==> src/rtl/replay_buffer_pkg.sv <==
// Shared constants and types for the replay buffer.
package replay_buffer_pkg;

    localparam logic [1:0] ACKNAK_NONE = 2'b00;
    localparam logic [1:0] ACKNAK_ACK  = 2'b01;
    localparam logic [1:0] ACKNAK_NAK  = 2'b10;

    typedef enum logic {
        ST_IDLE,
        ST_REPLAY
    } state_e;

    localparam int unsigned REPLAY_NUM_W = 2;

endpackage

==> src/rtl/replay_buffer_ram.sv <==
// Entry storage: one synchronous write port, one asynchronous read port.
module replay_buffer_ram #(
    parameter int unsigned DEPTH = 16,
    parameter int unsigned WIDTH = 28
) (
    input  logic                     clk,
    input  logic                     we_i,
    input  logic [$clog2(DEPTH)-1:0] waddr_i,
    input  logic [WIDTH-1:0]         wdata_i,
    input  logic [$clog2(DEPTH)-1:0] raddr_i,
    output logic [WIDTH-1:0]         rdata_o
);

    logic [WIDTH-1:0] mem_q [DEPTH];

    always_ff @(posedge clk) begin
        if (we_i) begin
            mem_q[waddr_i] <= wdata_i;
        end
    end

    assign rdata_o = mem_q[raddr_i];

endmodule

==> src/rtl/replay_buffer.sv <==
// Data-link replay buffer: sequence-numbered storage, ACK/NAK purge, in-order replay.
// Optional replay counter with retrain request is built when REPLAY_NUM_EN is defined.
module replay_buffer
    import replay_buffer_pkg::*;
#(
    parameter int unsigned DATA_W = 16,
    parameter int unsigned DEPTH  = 16,
    parameter int unsigned SEQ_W  = 12
) (
    input  logic                       clk,
    input  logic                       rst,
    input  logic                       en,
    input  logic                       wr,
    input  logic [DATA_W-1:0]          data_in,
    output logic [SEQ_W-1:0]           seq,
    input  logic [1:0]                 rd,
    input  logic [SEQ_W-1:0]           ack_seq,
    input  logic                       tim_out,
    input  logic                       out_ready,
    output logic [DATA_W-1:0]          data_out,
    output logic                       out_valid,
    output logic [SEQ_W-1:0]           out_seq,
    output logic                       rep,
    output logic [$clog2(DEPTH)-1:0]   replay_index,
    output logic [$clog2(DEPTH):0]     num_packets_to_replay,
    output logic                       empty,
    output logic                       full,
    output logic                       retrain
);

    localparam int unsigned PTR_W = $clog2(DEPTH);
    localparam int unsigned CNT_W = PTR_W + 1;

    state_e            state_q, state_d;
    logic [PTR_W-1:0]  wr_ptr_q, wr_ptr_d;
    logic [PTR_W-1:0]  rd_ptr_q, rd_ptr_d;
    logic [PTR_W-1:0]  replay_ptr_q, replay_ptr_d;
    logic [CNT_W-1:0]  count_q, count_d;
    logic [SEQ_W-1:0]  next_seq_q, next_seq_d;
    logic              pend_valid_q, pend_valid_d;
    logic [SEQ_W-1:0]  pend_seq_q, pend_seq_d;

    logic                    is_ack, is_nak, rep_active, full_w;
    logic                    wr_fire, handshake, last_hs, start;
    logic                    purge_req, purge_hit;
    logic [SEQ_W-1:0]        purge_seq, oldest_seq, purge_dist;
    logic [CNT_W-1:0]        purge_n, count_purged, count_next;
    logic [PTR_W-1:0]        rd_ptr_purged;
    logic [DATA_W+SEQ_W-1:0] rd_word;

    assign is_ack     = (rd == ACKNAK_ACK);
    assign is_nak     = (rd == ACKNAK_NAK);
    assign rep_active = (state_q == ST_REPLAY);
    assign full_w     = (count_q == CNT_W'(DEPTH));
    assign wr_fire    = en & wr & ~full_w & ~rep_active;
    assign handshake  = en & rep_active & out_ready;
    assign last_hs    = handshake & ((replay_ptr_q + PTR_W'(1)) == wr_ptr_q);

    // One purge datapath: live ACK/NAK while idle, or the deferred ACK as replay ends.
    always_comb begin
        purge_req = 1'b0;
        purge_seq = ack_seq;
        if (!rep_active) begin
            purge_req = en & (is_ack | is_nak);
        end else if (last_hs) begin
            purge_req = is_ack | pend_valid_q;
            purge_seq = is_ack ? ack_seq : pend_seq_q;
        end
    end

    assign oldest_seq    = next_seq_q - SEQ_W'(count_q);
    assign purge_dist    = purge_seq - oldest_seq;
    assign purge_hit     = purge_req & (purge_dist < SEQ_W'(count_q));
    assign purge_n       = purge_hit ? (CNT_W'(purge_dist) + CNT_W'(1)) : '0;
    assign count_purged  = count_q - purge_n;
    assign rd_ptr_purged = rd_ptr_q + PTR_W'(purge_n);
    assign count_next    = count_purged + CNT_W'(wr_fire);
    assign start         = en & ~rep_active & (is_nak | tim_out) & (count_next != '0);

    always_comb begin
        state_d      = state_q;
        wr_ptr_d     = wr_ptr_q;
        replay_ptr_d = replay_ptr_q;
        next_seq_d   = next_seq_q;
        pend_valid_d = pend_valid_q;
        pend_seq_d   = pend_seq_q;
        rd_ptr_d     = rd_ptr_purged;
        count_d      = count_next;

        if (wr_fire) begin
            wr_ptr_d   = wr_ptr_q + PTR_W'(1);
            next_seq_d = next_seq_q + SEQ_W'(1);
        end

        if (start) begin
            state_d      = ST_REPLAY;
            replay_ptr_d = rd_ptr_purged;
        end

        if (en && rep_active) begin
            if (is_ack) begin
                pend_valid_d = 1'b1;
                pend_seq_d   = ack_seq;
            end
            if (handshake) begin
                replay_ptr_d = replay_ptr_q + PTR_W'(1);
            end
            if (last_hs) begin
                state_d      = ST_IDLE;
                pend_valid_d = 1'b0;
            end
        end
    end

    always_ff @(posedge clk) begin
        if (!rst) begin
            state_q      <= ST_IDLE;
            wr_ptr_q     <= '0;
            rd_ptr_q     <= '0;
            replay_ptr_q <= '0;
            count_q      <= '0;
            next_seq_q   <= '0;
            pend_valid_q <= 1'b0;
            pend_seq_q   <= '0;
        end else begin
            state_q      <= state_d;
            wr_ptr_q     <= wr_ptr_d;
            rd_ptr_q     <= rd_ptr_d;
            replay_ptr_q <= replay_ptr_d;
            count_q      <= count_d;
            next_seq_q   <= next_seq_d;
            pend_valid_q <= pend_valid_d;
            pend_seq_q   <= pend_seq_d;
        end
    end

    replay_buffer_ram #(
        .DEPTH (DEPTH),
        .WIDTH (DATA_W + SEQ_W)
    ) u_ram (
        .clk     (clk),
        .we_i    (wr_fire),
        .waddr_i (wr_ptr_q),
        .wdata_i ({next_seq_q, data_in}),
        .raddr_i (replay_ptr_q),
        .rdata_o (rd_word)
    );

    assign seq                   = next_seq_q;
    assign rep                   = rep_active;
    assign out_valid             = rep_active;
    assign data_out              = rep_active ? rd_word[DATA_W-1:0] : '0;
    assign out_seq               = rep_active ? rd_word[DATA_W+SEQ_W-1:DATA_W] : '0;
    assign replay_index          = replay_ptr_q;
    assign num_packets_to_replay = count_q;
    assign empty                 = (count_q == '0);
    assign full                  = full_w;

`ifdef REPLAY_NUM_EN
    logic [REPLAY_NUM_W-1:0] replay_num_q, replay_num_d;
    logic                    retrain_q, retrain_d;

    // A purging ACK/NAK clears the count before a same-cycle replay start counts.
    always_comb begin
        replay_num_d = replay_num_q;
        retrain_d    = 1'b0;
        if (purge_hit) begin
            replay_num_d = '0;
        end
        if (start) begin
            retrain_d    = (replay_num_d == '1);
            replay_num_d = replay_num_d + REPLAY_NUM_W'(1);
        end
    end

    always_ff @(posedge clk) begin
        if (!rst) begin
            replay_num_q <= '0;
            retrain_q    <= 1'b0;
        end else begin
            replay_num_q <= replay_num_d;
            retrain_q    <= retrain_d;
        end
    end

    assign retrain = retrain_q;
`else
    assign retrain = 1'b0;
`endif

endmodule
==> config.mk <==
export PLATFORM = sky130hd
export DESIGN_NAME = replay_buffer
export DESIGN_NICKNAME = d
export VERILOG_FILES = /design/src/rtl/replay_buffer_pkg.sv /design/src/rtl/replay_buffer_ram.sv /design/src/rtl/replay_buffer.sv
export SDC_FILE = /design/constraint.sdc
export NUM_CORES = 1
export LEC_CHECK = 0
export CAP_MARGIN = 0
export CORE_ASPECT_RATIO = 0.7
export CORE_MARGIN = 5
export CORE_UTILIZATION = 30
export CTS_CLUSTER_DIAMETER = 150
export DETAILED_ROUTE_END_ITERATION = 16
export GPL_TIMING_DRIVEN = 0
export PLACE_DENSITY = 0.55
export REMOVE_ABC_BUFFERS = 1
export SLEW_MARGIN = 20
export SYNTH_ARGS = -nofsm -noshare
export SYNTH_HDL_FRONTEND = slang
export SYNTH_SLANG_ARGS = --single-unit
==> constraint.sdc <==
create_clock -name clk -period 14.1 [get_ports clk]
set_clock_uncertainty 0.05 [all_clocks]
set_input_delay 2.115 -clock clk [delete_from_list [all_inputs] [get_ports clk]]
set_output_delay 2.115 -clock clk [all_outputs]
set_load 0.02 [all_outputs]
Word level (Yosys, flattened, before mapping)
Memory sizes are Yosys's and may differ from the RTL's. A register that Yosys moved wholly into a read port is not among the register bits.
Index checks and enable logic that the tools add are counted.
W data, S select, Z words.
- add/sub/neg operators: 9
- order comparisons: 1
- eq/ne operators: 4
- mux-type cells: 19
- bitwise operators: 16
- reductions and logical operators: 5
- operator list (operator ; count):
    $mux W12 ; 4
    $mux W16 ; 1
    $mux W4 ; 4
    $add A12 B1 Y12 const B ; 1
    $lt A12 B5 Y1 ; 1
    $sub A12 B12 Y12 ; 1
    $sub A12 B5 Y12 ; 1
    $and A1 B1 Y1 ; 11
    $mux W1 ; 9
    $add A4 B1 Y4 const B ; 2
    $add A5 B1 Y5 ; 1
    $add A5 B1 Y5 const B ; 1
    $eq A5 B5 Y1 const B ; 1
    $logic_not A5 Y1 ; 1
    $mux W5 ; 1
    $reduce_bool A5 Y1 ; 1
    $sub A5 B5 Y5 ; 1
    $add A4 B4 Y4 ; 1
    $eq A4 B4 Y1 ; 1
    $or A1 B1 Y1 ; 3
    $eq A2 B1 Y1 const B ; 1
    $eq A2 B2 Y1 const B ; 1
    $not A1 Y1 ; 2
    $reduce_and A2 Y1 ; 1
    other kinds (2) ; 2
- bits in registers: 43
- RAM bits: 448
- bits of input ports: 36
- output and inout port bits: 54
- memories: 1
- memory list (name ; depth ; width ; rd ports ; clocked after memory_dff ; wr ports ; line ; text):
    u_ram.mem_q ; 16 ; 28 ; 1 ; 1 ; 1 ; replay_buffer_ram.sv:14 ; logic [WIDTH-1:0] mem_q [DEPTH];

Longest topological paths before layout
- word-level depth: 17
- mapped depth: 35

Cells and area by module
Synthesis repeated with hierarchy kept, for this count alone.
- cell total of the unflattened synthesis: 1127
- area total of the unflattened synthesis: 20538.4 µm²
- modules (own cells, without submodules) (module ; instances ; cells an instance ; area an instance (µm²) ; sequential area each (µm²)):
    replay_buffer_ram ; 1 ; 707 ; 16973.8 ; 13452.9
    replay_buffer ; 1 ; 420 ; 3564.7 ; 860.8

Worst setup path after synthesis
OpenSTA, ideal clock, no wires.
- kind: in2reg
- start: input en
- end: register replay_ptr_q[3] (netlist: replay_index[3])
- library setup time: 0.120 ns
- data arrival time: 8.476 ns
- setup slack: 5.454 ns
- stages: 34
- path buffers: 1
- path through: nand3_1 > nor3_2 > and4b_4 > clkbuf_1 > mux2i_1 > ha_1 > inv_1 > ha_1 > inv_1 > fa_1 > nor2b_1 > o21a_1 > nor2_1 > xnor2_1 > ha_1 > a221oi_1 > o41ai_1 > and4bb_2 > o2111ai_1 > nor4b_2 > and2_2 > nor2b_1 > ha_1 > inv_1 > ha_1 > fa_1 > a21o_1 > a21oi_1 > xnor2_1 > inv_1 > a31o_2 > a31oi_4 > nor3_1 > a211o_1
- word-level cells in the longest chain between the ends: 16
- RTL lines (element ; line ; text):
    from (decl) ; replay_buffer.sv:12 ; input logic en,
    $and A1 B1 Y1 (2 in a row) ; replay_buffer.sv:56 ; assign handshake = en & rep_active & out_ready;
    $and A1 B1 Y1 ; replay_buffer.sv:57 ; assign last_hs = handshake & ((replay_ptr_q + PTR_W'(1)) == wr_ptr_q);
    $mux W12 ; replay_buffer.sv:65 ; end else if (last_hs) begin
    $mux W12 ; replay_buffer.sv:63 ; if (!rep_active) begin
    $sub A12 B12 Y12 ; replay_buffer.sv:72 ; assign purge_dist = purge_seq - oldest_seq;
    $lt A12 B5 Y1 ; replay_buffer.sv:73 ; assign purge_hit = purge_req & (purge_dist < SEQ_W'(count_q));
    $and A1 B1 Y1 ; replay_buffer.sv:73 ;
    $mux W5 ; replay_buffer.sv:74 ; assign purge_n = purge_hit ? (CNT_W'(purge_dist) + CNT_W'(1)) : '0;
    $sub A5 B5 Y5 ; replay_buffer.sv:75 ; assign count_purged = count_q - purge_n;
    $add A5 B1 Y5 ; replay_buffer.sv:77 ; assign count_next = count_purged + CNT_W'(wr_fire);
    $reduce_bool A5 Y1 ; replay_buffer.sv:78 ; assign start = en & ~rep_active & (is_nak | tim_out) & (count_next != '0);
    $and A1 B1 Y1 ; replay_buffer.sv:78 ;
    $mux W4 ; replay_buffer.sv:95 ; if (start) begin
    $mux W4 ; replay_buffer.sv:105 ; if (handshake) begin
    $mux W4 * ; replay_buffer.sv:100 ; if (en && rep_active) begin
    to (signal assigned) ; replay_buffer.sv:129 ; replay_ptr_q <= replay_ptr_d;
    to (decl) ; replay_buffer.sv:37 ; logic [PTR_W-1:0] replay_ptr_q, replay_ptr_d;
Mark *: on every way between the ends. The rest lies on a longest branch, timed or not.
A chain may end at the register's enable or synchronous reset.

Worst setup path after layout
Same ends and word-level chain as after synthesis.

==> flow_summary.ini <==
[placement]
gp_congestion = 0.770
place_ws_ns = 4.06
place_area_um2 = 22900
portBuffers = 88
hpwlAfterDp_um = 29500

[job]
cap_violations = 0

[timing]
drv_slew = 0
tns_ns = 0
finalCritPeriodShare_pct = 67.3
finalHoldViolCount = 0
setup_violations = 0
whs_ns = 0.406
min_period_ns = 9.50
rsz0062_at_grt = false
finalWorstSetupSlack_ns = 4.60
timing.fmax_ghz = 0.105
max_slew.worst_pin.slew_ns = 0.845
slew_headroom_pct = 43.3

[route]
drtAntennaViolNets = 0
initialDrtViolationCount = 839
drtPass1Iterations = 5
drcViolationCount = 0
viasPerCell = 4.76
num_vias = 10100
wl_per_cell_um = 22.1
drt_wl_total_um = 47100

[final_layout]
multi_input_area_um2 = 5720
drive_gt1_share_pct = 24.1
diodes = 0
fill_cells = 6089
regArea_um2 = 14300
nNetsFinal = 1278
synthToLayoutAreaGrowth_pct = 21.3
final_area_um2 = 24600
finish.utilization_pct = 36.9

[floorplan]
die_area_um2 = 73100
dieHeight_um = 228
ios = 90
die_width_um = 321
start_util_pct = 30.4
rows = 79
core_area_um2 = 66700

[synthesis]
yosysWarningCount = 0
synth.most_common_cell = edfxtp_1
synth.area.top_cells = edfxtp_1, mux4_2, dfxtp_1
ys_async_sr_fraction_pct = 0
synthCells = 1060
synth_area_um2 = 20300
synth_seq_area_share_pct = 70.5
synth_edf_count = 448
synth_top_area_cell = edfxtp_1
syn_area_per_cell_um2 = 19.2
synth-main-ff-cell = edfxtp_1
synth_top_area_share_pct = 66.2
synth_common_cells = edfxtp_1, mux4_2, nor2_1
synth.distinct_cells = 59
ys_ff_latch = 491

[critical_path]
cpMostUsedCell = ha_1
cp.arrival_ns = 9.94
max_stage_delay_ns = 0.56
crit_type = in2reg
path_max_fanout = 12
startpoint_type = input port
cp-end-kind = flop
cp_slowest_cell = clkdlybuf4s50_1
crit_required_ns = 14.54

[clocking]
cts_setup_buffers = 0
clockBufferDepth = 3
cts_made_buffers = 51
cts_tree = yes
ctsResizeCount = 0
cts.clk_slew.worst_paths_ns = 0.06
ctsHoldBuffers = 0
cts_sinks = 491
clk_latency_ns = 0.60
cts.htree.levels = 2
clockRootBuffer = clkbuf_16

[global_routing]
grt_pass1_vias = 10500
grt_max_degree = 46
gr-total-overflow = 0
grt_pass1_wl_um = 69500
track_usage_pct = 12.8
antenna_found_initial = 0

[power_and_ir_drop]
powerDensity_nw_per_um2 = 143
ir_drop_v = 0.0000792
p_leak_nw = 7.80

[hold_path]
hold_class = reg2reg

[status]
status = finished, final reports clean
==> final cells by class <==
class / count / share of cell area (%)
Sequential cell: 491 / 58.2
Tap cell: 891 / 4.53
Clock buffer: 57 / 5.27
Timing Repair Buffer: 128 / 6.52
Clock inverter: 38 / 1.62
Multi-Input combinational cell: 476 / 23.2
Inverter: 44 / 0.671
==> critical path, delay by kind of cell <==
family | cells | cell delay (ns)
buffers and inverters | 5 | 0.81
and+or+nand+nor | 10 | 2.42
AOI/OAI and AO/OA | 9 | 1.88
muxes | 1 | 0.31
xor gates and xnor gates | 2 | 0.33
adders and majority gates | 7 | 2.05
==> per-layer routing <==
metal,GRT usage (%),vias to the layer above,share of wire (%)
met4,3.33,0,1.8
met3,2.32,54,4.8
met1,17.6,5344,45
met5,0,-,0
met2,21.2,197,49
li1,-,4514,-
==> per-stage QoR <==
| stage | power, W | std cells |
|---|---|---|
| 2_1_floorplan | 0.00199 | 1011 |
| 3_3_place_gp | 0.00219 | 1990 |
| 3_5_place_dp | 0.00219 | 2030 |
| 4_1_cts | 0.00356 | 2125 |
| 5_1_grt | 0.00366 | 2125 |
| 6_report | 0.00352 | 2125 |
==> worst paths after layout <==
kind                            cells after the start  slack (ns)              end             from
worst max-delay path                               34        4.60  replay_index[3]               en
worst min-delay path                                2        0.41    pend_seq_q[4]    pend_seq_q[4]
worst max register to register                     34        5.61  replay_index[3]  replay_index[1]
worst min register to register                      2        0.41    pend_seq_q[4]    pend_seq_q[4]
==> where the power goes <==
group	total, W	internal (W)	switching (W)
clock	0.00137	0.000797	0.000572
combinational	0.000507	0.000240	0.000266
sequential	0.00164	0.00161	0.0000311
==> logic make-up (layout without fill, tap and decap cells) <==
kind of cell             count (synthesis)  after routing  synth area share, %
AND/OR/NAND/NOR                        173            173                 4.30
other                                    1              1               0.0185
XOR/XNOR                                35             35                 1.58
flip-flops                             491            491                 70.5
AO/OA/AOI/OAI                           61             61                 2.00
multiplexers                           156            156                 16.4
buffers and inverters                   93            267                 1.91
adder cells (fa/ha/maj)                 50             50                 3.34
==> layout by cell type, fill, tap and decap left out, drive strengths merged, types with 35 or more instances in the layout <==
cell type,count
edfxtp,448
mux4,140
clkdlybuf4s50,88
clkbuf,57
inv,48
nor2,48
ha,43
dfxtp,43
nand2,41
buf,40
and2,35
==> registers in the layout, summed over array words and instances (netlist names) <==
register and count:
u_ram.mem_q 448, pend_seq_q 12, seq 12, num_packets_to_replay 5, rd_ptr_q 4, replay_index 4, wr_ptr_q 4, out_valid 1
pend_valid_q 1
No activity file was read; power rests on OpenSTA's default activity.
